### src/rtl/tmr_pkg.sv
// Shared types and lane constants for the TMR voter controller.
package tmr_pkg;

    typedef enum logic [1:0] {
        ST_NORMAL   = 2'd0,
        ST_DEGRADED = 2'd1,
        ST_PROBE    = 2'd2,
        ST_FATAL    = 2'd3
    } state_e;

    typedef logic [1:0] lane_t;

    localparam lane_t LANE_A = 2'd0;
    localparam lane_t LANE_B = 2'd1;
    localparam lane_t LANE_C = 2'd2;

    function automatic logic [2:0] lane_onehot(input lane_t l);
        return 3'b001 << l;
    endfunction

endpackage

### src/rtl/tmr_lane_monitor.sv
// Per-lane consecutive-mismatch counter; saturates at ERR_THRESH and flags it.
module tmr_lane_monitor #(
    parameter int ERR_THRESH = 4
) (
    input  logic clk,
    input  logic rst,
    input  logic valid,
    input  logic mismatch,
    input  logic clear,
    output logic tripped
);
    import tmr_pkg::*;

    localparam int CW = $clog2(ERR_THRESH + 1);

    logic [CW-1:0] count;

    always_ff @(posedge clk) begin
        if (rst || clear) begin
            count <= '0;
        end else if (valid) begin
            if (!mismatch)
                count <= '0;
            else if (count != CW'(ERR_THRESH))
                count <= count + 1'b1;
        end
    end

    assign tripped = (count == CW'(ERR_THRESH));

endmodule

### src/rtl/tmr_voter_ctrl.sv
// TMR voter with lane fencing, resync handshake, probe-before-readmit and sticky fatal.
// Handshake: resync_req/resync_lane stay asserted while DEGRADED; one cycle of resync_ack completes it.
module tmr_voter_ctrl
    import tmr_pkg::*;
#(
    parameter int WIDTH      = 8,
    parameter int ERR_THRESH = 4,
    parameter int PROBE_LEN  = 16,
    parameter int CNT_W      = 8
) (
    input  logic             clk,
    input  logic             rst,
    input  logic             valid_in,
    input  logic [WIDTH-1:0] a,
    input  logic [WIDTH-1:0] b,
    input  logic [WIDTH-1:0] c,
    output logic [WIDTH-1:0] y,
    output logic             y_valid,
    output logic [2:0]       lane_err,
    output logic [2:0]       fenced,
    output logic             resync_req,
    output logic [1:0]       resync_lane,
    input  logic             resync_ack,
    output logic             fatal,
    output logic [CNT_W-1:0] mismatch_cnt
);

    localparam int PW = $clog2(PROBE_LEN + 1);

    state_e          state;
    lane_t           fen_idx;
    logic [PW-1:0]   probe_cnt;
    logic [WIDTH-1:0] maj, sv, s1w, fw;
    lane_t           s0, s1, trip_idx;
    logic            surv_diff, fen_bad, probe_done, clear_all, mon_valid;
    logic [2:0]      err, tripped;
    logic            trip_any, trip_many;

    function automatic logic [WIDTH-1:0] pick(input lane_t l, input logic [WIDTH-1:0] wa,
                                              input logic [WIDTH-1:0] wb, input logic [WIDTH-1:0] wc);
        case (l)
            LANE_A:  return wa;
            LANE_B:  return wb;
            default: return wc;
        endcase
    endfunction

    always_comb begin
        maj       = (a & b) | (a & c) | (b & c);
        // Survivors are the two unfenced lanes, s0 being the lower index.
        s0        = (fen_idx == LANE_A) ? LANE_B : LANE_A;
        s1        = (fen_idx == LANE_C) ? LANE_B : LANE_C;
        sv        = pick(s0, a, b, c);
        s1w       = pick(s1, a, b, c);
        fw        = pick(fen_idx, a, b, c);
        surv_diff = (sv != s1w);
        fen_bad   = (fw != sv);
        err       = '0;
        if (state == ST_NORMAL) begin
            err = {c != maj, b != maj, a != maj};
        end else if (state == ST_DEGRADED || state == ST_PROBE) begin
            if (surv_diff) err = lane_onehot(s0) | lane_onehot(s1);
            if (fen_bad)   err = err | lane_onehot(fen_idx);
        end
    end

    assign trip_any   = |tripped;
    assign trip_many  = (tripped[0] & tripped[1]) | (tripped[0] & tripped[2]) | (tripped[1] & tripped[2]);
    assign trip_idx   = tripped[0] ? LANE_A : (tripped[1] ? LANE_B : LANE_C);
    assign probe_done = (probe_cnt == PW'(PROBE_LEN - 1));
    assign clear_all  = (state == ST_PROBE) && valid_in && !surv_diff && !fen_bad && probe_done;
    assign mon_valid  = valid_in && (state != ST_FATAL);

    for (genvar i = 0; i < 3; i++) begin : g_mon
        tmr_lane_monitor #(.ERR_THRESH(ERR_THRESH)) u_mon (
            .clk      (clk),
            .rst      (rst),
            .valid    (mon_valid),
            .mismatch (err[i]),
            .clear    (clear_all),
            .tripped  (tripped[i])
        );
    end

    always_ff @(posedge clk) begin
        if (rst) begin
            state        <= ST_NORMAL;
            fen_idx      <= LANE_A;
            probe_cnt    <= '0;
            y            <= '0;
            y_valid      <= 1'b0;
            lane_err     <= '0;
            mismatch_cnt <= '0;
        end else begin
            y_valid  <= 1'b0;
            lane_err <= '0;
            if (mon_valid) begin
                lane_err <= err;
                if (|err && mismatch_cnt != '1)
                    mismatch_cnt <= mismatch_cnt + 1'b1;
                if (state == ST_NORMAL) begin
                    y       <= maj;
                    y_valid <= 1'b1;
                end else if (!surv_diff) begin
                    y       <= sv;
                    y_valid <= 1'b1;
                end
            end
            case (state)
                ST_NORMAL: begin
                    if (trip_many) begin
                        state <= ST_FATAL;
                    end else if (trip_any) begin
                        state   <= ST_DEGRADED;
                        fen_idx <= trip_idx;
                    end
                end
                ST_DEGRADED: begin
                    if (valid_in && surv_diff) begin
                        state <= ST_FATAL;
                    end else if (resync_ack) begin
                        state     <= ST_PROBE;
                        probe_cnt <= '0;
                    end
                end
                ST_PROBE: begin
                    if (valid_in) begin
                        if (surv_diff) begin
                            state <= ST_FATAL;
                        end else if (fen_bad) begin
                            state     <= ST_DEGRADED;
                            probe_cnt <= '0;
                        end else if (probe_done) begin
                            state     <= ST_NORMAL;
                            probe_cnt <= '0;
                        end else begin
                            probe_cnt <= probe_cnt + 1'b1;
                        end
                    end
                end
                default: ;
            endcase
        end
    end

    assign fenced      = (state == ST_DEGRADED || state == ST_PROBE) ? lane_onehot(fen_idx) : 3'b000;
    assign resync_req  = (state == ST_DEGRADED);
    assign resync_lane = fen_idx;
    assign fatal       = (state == ST_FATAL);

endmodule

### config.mk
export PLATFORM = sky130hd
export DESIGN_NAME = tmr_voter_ctrl
export DESIGN_NICKNAME = d
export VERILOG_FILES = /design/src/rtl/tmr_pkg.sv /design/src/rtl/tmr_lane_monitor.sv /design/src/rtl/tmr_voter_ctrl.sv
export SDC_FILE = /design/constraint.sdc
export NUM_CORES = 1
export LEC_CHECK = 0
export CORE_ASPECT_RATIO = 0.5
export CORE_UTILIZATION = 49
export CTS_CLUSTER_SIZE = 12
export DETAILED_ROUTE_END_ITERATION = 8
export PLACE_DENSITY = 0.83
export REMOVE_ABC_BUFFERS = 1
export SLEW_MARGIN = 10
export SYNTH_ARGS = -nofsm -noshare
export SYNTH_HDL_FRONTEND = slang
export SYNTH_HIERARCHICAL = 1
export SYNTH_SLANG_ARGS = --single-unit
### constraint.sdc
create_clock -name clk -period 2.5 [get_ports clk]
set_input_delay 0.375 -clock clk [delete_from_list [all_inputs] [get_ports clk]]
set_output_delay 0.375 -clock clk [all_outputs]
set_load 0.005 [all_outputs]
==> run metrics <==
period utilization=112%; Fmax=357 MHz; Vias/cell=between 6 and 7; final worst setup slack=-300 ps; dpl ws=-595 ps; clk_lat worst skew=roughly 300 ps; number of fill cells=340; Initial Util=a little over half; crit path kind=flip-flop to flip-flop; violated checks=negative setup slack; clk root buf=clkbuf_16; area delta synth->final=51.3%; Hold WC Path Type=flip-flop to flip-flop; chip height=about 60 µm; Clock Skew=between 4 and 5 ps; gr busiest metal=met2; Worst Path Arrival=roughly 3000 ps; worst-path fanout max=4; largest net degree at the start of global routing=19; Final Routed Wirelength=13200 µm; register area=between 700 and 800 µm²; met3 GRT Util=~7.6%; Final Hold Fails=0; hpwl dp=around 6900 µm; remaining global-route overflow=0; Internal=around 2.0 mW; antenna violations before repair=0; RSZ-0062 raised after global routing=true; CP max-delay cell=or3_1; core footprint=~0.0063 mm²; met1 usage=between 30% and 40%; Reg power frac=between 20% and 30%; post-route ant nets=0; TritonCTS buffer count=5; number of synthesized flops with an enable pin=0; #FFs+latches synth=38; Die Area=approximately 0.0071 mm²; YS warnings=6; clock share of power=a little under a quarter; Setup crit start=state[1]$_SDFFE_PP0P_; Syn Inst Count=around 420; First-pass DRT Iterations=6; worst vdd ir=between 0.3 and 0.4 mV; Max Cap Viol=0; total power=3.21 mW; DP Cell Count=roughly 610; Startpoint Class=flip-flop; Relative slew margins=around half; clk buf depth=2; initial DRC count=700; Wirelength per Cell=roughly 21 µm; combinational group share of total power=about 52%; Final Slew Violations=0; sequential share of the synthesized area=a little under a quarter; Worst-Margin Slew=776 ps; P_leak=between 2 and 2.5 nW; R2R Path Start=state[1]$_SDFFE_PP0P_; number of clock sinks=38; via count=4138; chip width=approximately 120 µm; IO Port Bufs=54; clock-pin transition on the worst setup and hold timing paths=about 60 ps; share of layout cells above drive strength 1=about 29%; CTS tree=built; CP dominant cell by count=inv_1; # rows=20; # DRC=0; NetSw=around 1.3 mW; minimum clock period=~2800 ps; Final Setup Violations=31; Final nets=580; status=finished, violations left; routability cong.=about 0.94; Setup TNS Final=-5260 ps; fin cells=around 630; Mapped Area=between 0.003 and 0.004 mm²; M2 GR Usage=roughly 60%; syn_area_per_cell=7.85 µm²; Worst Hold Launch=y[5]$_SDFFE_PP0P_; async set-reset flop share out of synthesis=0%; CP required=2680 ps; ant diodes=0; first-pass GRT wire length=18500 µm; IO Pins=55; max incr delay on CP=~470 ps; Synth Flop Type=dfxtp_1; total track usage=about a third; Worst setup EP type=flip-flop; area of the multi-input gates=0.00263 mm²; vias in the first global route=3764; critical path cell sequence=inv_1 > ha_1 > inv_1 > nand2_1 > or3_1 > o211a_1 > a31oi_4 > nand4_1 > mux2_4; PwrDens=~640 mW/mm²; Yosys cell types=60; H-tree lvl count=2; Sw Share=about two fifths
[stage by stage]
stage	hold slack, ps	cell area (µm²)	util, %
3_5_place_dp	448	4430	70.2
5_1_grt	504	5030	79.7
6_report	479	5030	79.7
4_1_cts	456	4840	76.7
3_3_place_gp	447	4430	70.2
2_1_floorplan	442	3150	-
[layer usage]
layer / share of wire (%) / vias up
met1: 37 / 1880
met3: 11 / 122
li1: - / 1781
met4: 6.9 / 0
met2: 45 / 355
met5: 0 / -
[cells by family after synthesis]
group	Yosys count	synth area share, %
simple gates	178	32.2
compound gates	97	20.2
buf+inv	53	7.46
flops	38	22.9
xor+xnor	24	6.33
mux	20	6.10
fa+ha+maj	13	4.82
[power groups by stage]
stage	Clock, mW	Sequential [mW]	Combinational, mW
final	0.766	0.770	1.67
after CTS	0.734	0.751	1.45
after detailed placement	0	0.763	1.34
after global routing	0.788	0.778	1.75
after global placement	0	0.761	1.31
after floorplan	0	0.761	0.686
[registers in the layout, indices dropped and copies added, names as in the netlist]
register	flops
resync_lane	2
g_mon.u_mon/count	9
y	8
state	2
mismatch_cnt	8
probe_cnt	5
lane_err	3
y_valid	1
[what timing repair did]
item | CTS | global route
resized for setup | 64 | 45
hold buffers | 0 | 0
setup endpoints to repair | 32 | 31
buffers inserted | 9 | 0
pin swaps | 31 | 21
cloned | 2 | 1
[layout make-up]
cell class	count	area share (%)
multi-input cells	332	52.3
repair buffers	142	25.4
flip-flops and latches	38	15.2
clock buffers	6	2.76
well taps	88	2.19
inverters	21	1.57
clock inverters	1	0.597
[cells in the mapped netlist, drive strengths merged (2+ instances only)]
| cell | n | area [µm²] |
|---|---|---|
| dfxtp | 38 | 761 |
| a21oi | 37 | 185 |
| nor2 | 35 | 131 |
| nand2 | 29 | 109 |
| inv | 21 | 78.8 |
| mux2i | 18 | 180 |
| clkbuf | 17 | 63.8 |
| nor4 | 17 | 143 |
| xnor2 | 17 | 149 |
| buf | 15 | 105 |
| nor3b | 15 | 113 |
| and3b | 14 | 123 |
| nand4 | 14 | 93.8 |
| ha | 12 | 150 |
| nand2b | 12 | 75.1 |
| a211oi | 11 | 87.6 |
| o21ai | 9 | 48.8 |
| a31oi | 8 | 50.1 |
| nand3 | 8 | 52.6 |
| nor2b | 8 | 50.1 |
| xor2 | 7 | 61.3 |
| a2111oi | 6 | 56.3 |
| nor3 | 6 | 41.3 |
| or3 | 5 | 31.3 |
| a211o | 4 | 35.0 |
| a311oi | 4 | 35.0 |
| o221ai | 4 | 35.0 |
| or4 | 4 | 30.0 |
| a21o | 3 | 22.5 |
| and2 | 3 | 18.8 |
| nand3b | 3 | 22.5 |
| a21bo | 2 | 20.0 |
| a31o | 2 | 17.5 |
| mux2 | 2 | 22.5 |
| or3b | 2 | 17.5 |
[worst paths after layout]
kind | end | slack (ps) | cells after the start
worst max-delay path | mismatch_cnt[4]$_SDFFE_PP0P_ | -300 | 9
worst min-delay path | y[5]$_SDFFE_PP0P_ | 480 | 2
worst max register to register | mismatch_cnt[4]$_SDFFE_PP0P_ | -300 | 9
worst min register to register | y[5]$_SDFFE_PP0P_ | 480 | 2
[critical path: cells and delay by family, from the launching register on]
family          cells  cell delay [ps]
compound gates      2              610
mux                 1              350
buf+inv             2              210
simple gates        3              860
flops               1              430
fa+ha+maj           1              220
[placed cells by master (no fill, tap or decap), drive strengths merged, types with 2 or more instances in the layout]
| master | netlist | routed |
|---|---|---|
| nand4 | 14 | 14 |
| inv | 21 | 21 |
| o221ai | 4 | 4 |
| a211oi | 11 | 11 |
| a311oi | 4 | 4 |
| or4 | 4 | 4 |
| a211o | 4 | 4 |
| dfxtp | 38 | 38 |
| nor4 | 17 | 17 |
| ha | 12 | 12 |
| a21o | 3 | 3 |
| nor2b | 8 | 8 |
| a31oi | 8 | 8 |
| nand3b | 3 | 3 |
| clkdlybuf4s50 | 0 | 30 |
| o21ai | 9 | 9 |
| mux2 | 2 | 2 |
| nor2 | 35 | 35 |
| nor3b | 15 | 15 |
| dlygate4sd2 | 0 | 20 |
| nand3 | 8 | 8 |
| xnor2 | 17 | 17 |
| mux2i | 18 | 18 |
| a2111oi | 6 | 6 |
| clkbuf | 17 | 8 |
| nand2 | 29 | 29 |
| a21bo | 2 | 2 |
| nand2b | 12 | 12 |
| a31o | 2 | 2 |
| or3 | 5 | 5 |
| buf | 15 | 88 |
| a21oi | 37 | 37 |
| xor2 | 7 | 7 |
| nor3 | 6 | 6 |
| and2 | 3 | 3 |
| or3b | 2 | 2 |
| and3b | 14 | 14 |
Note: power is estimated with default switching activity, not from simulation.
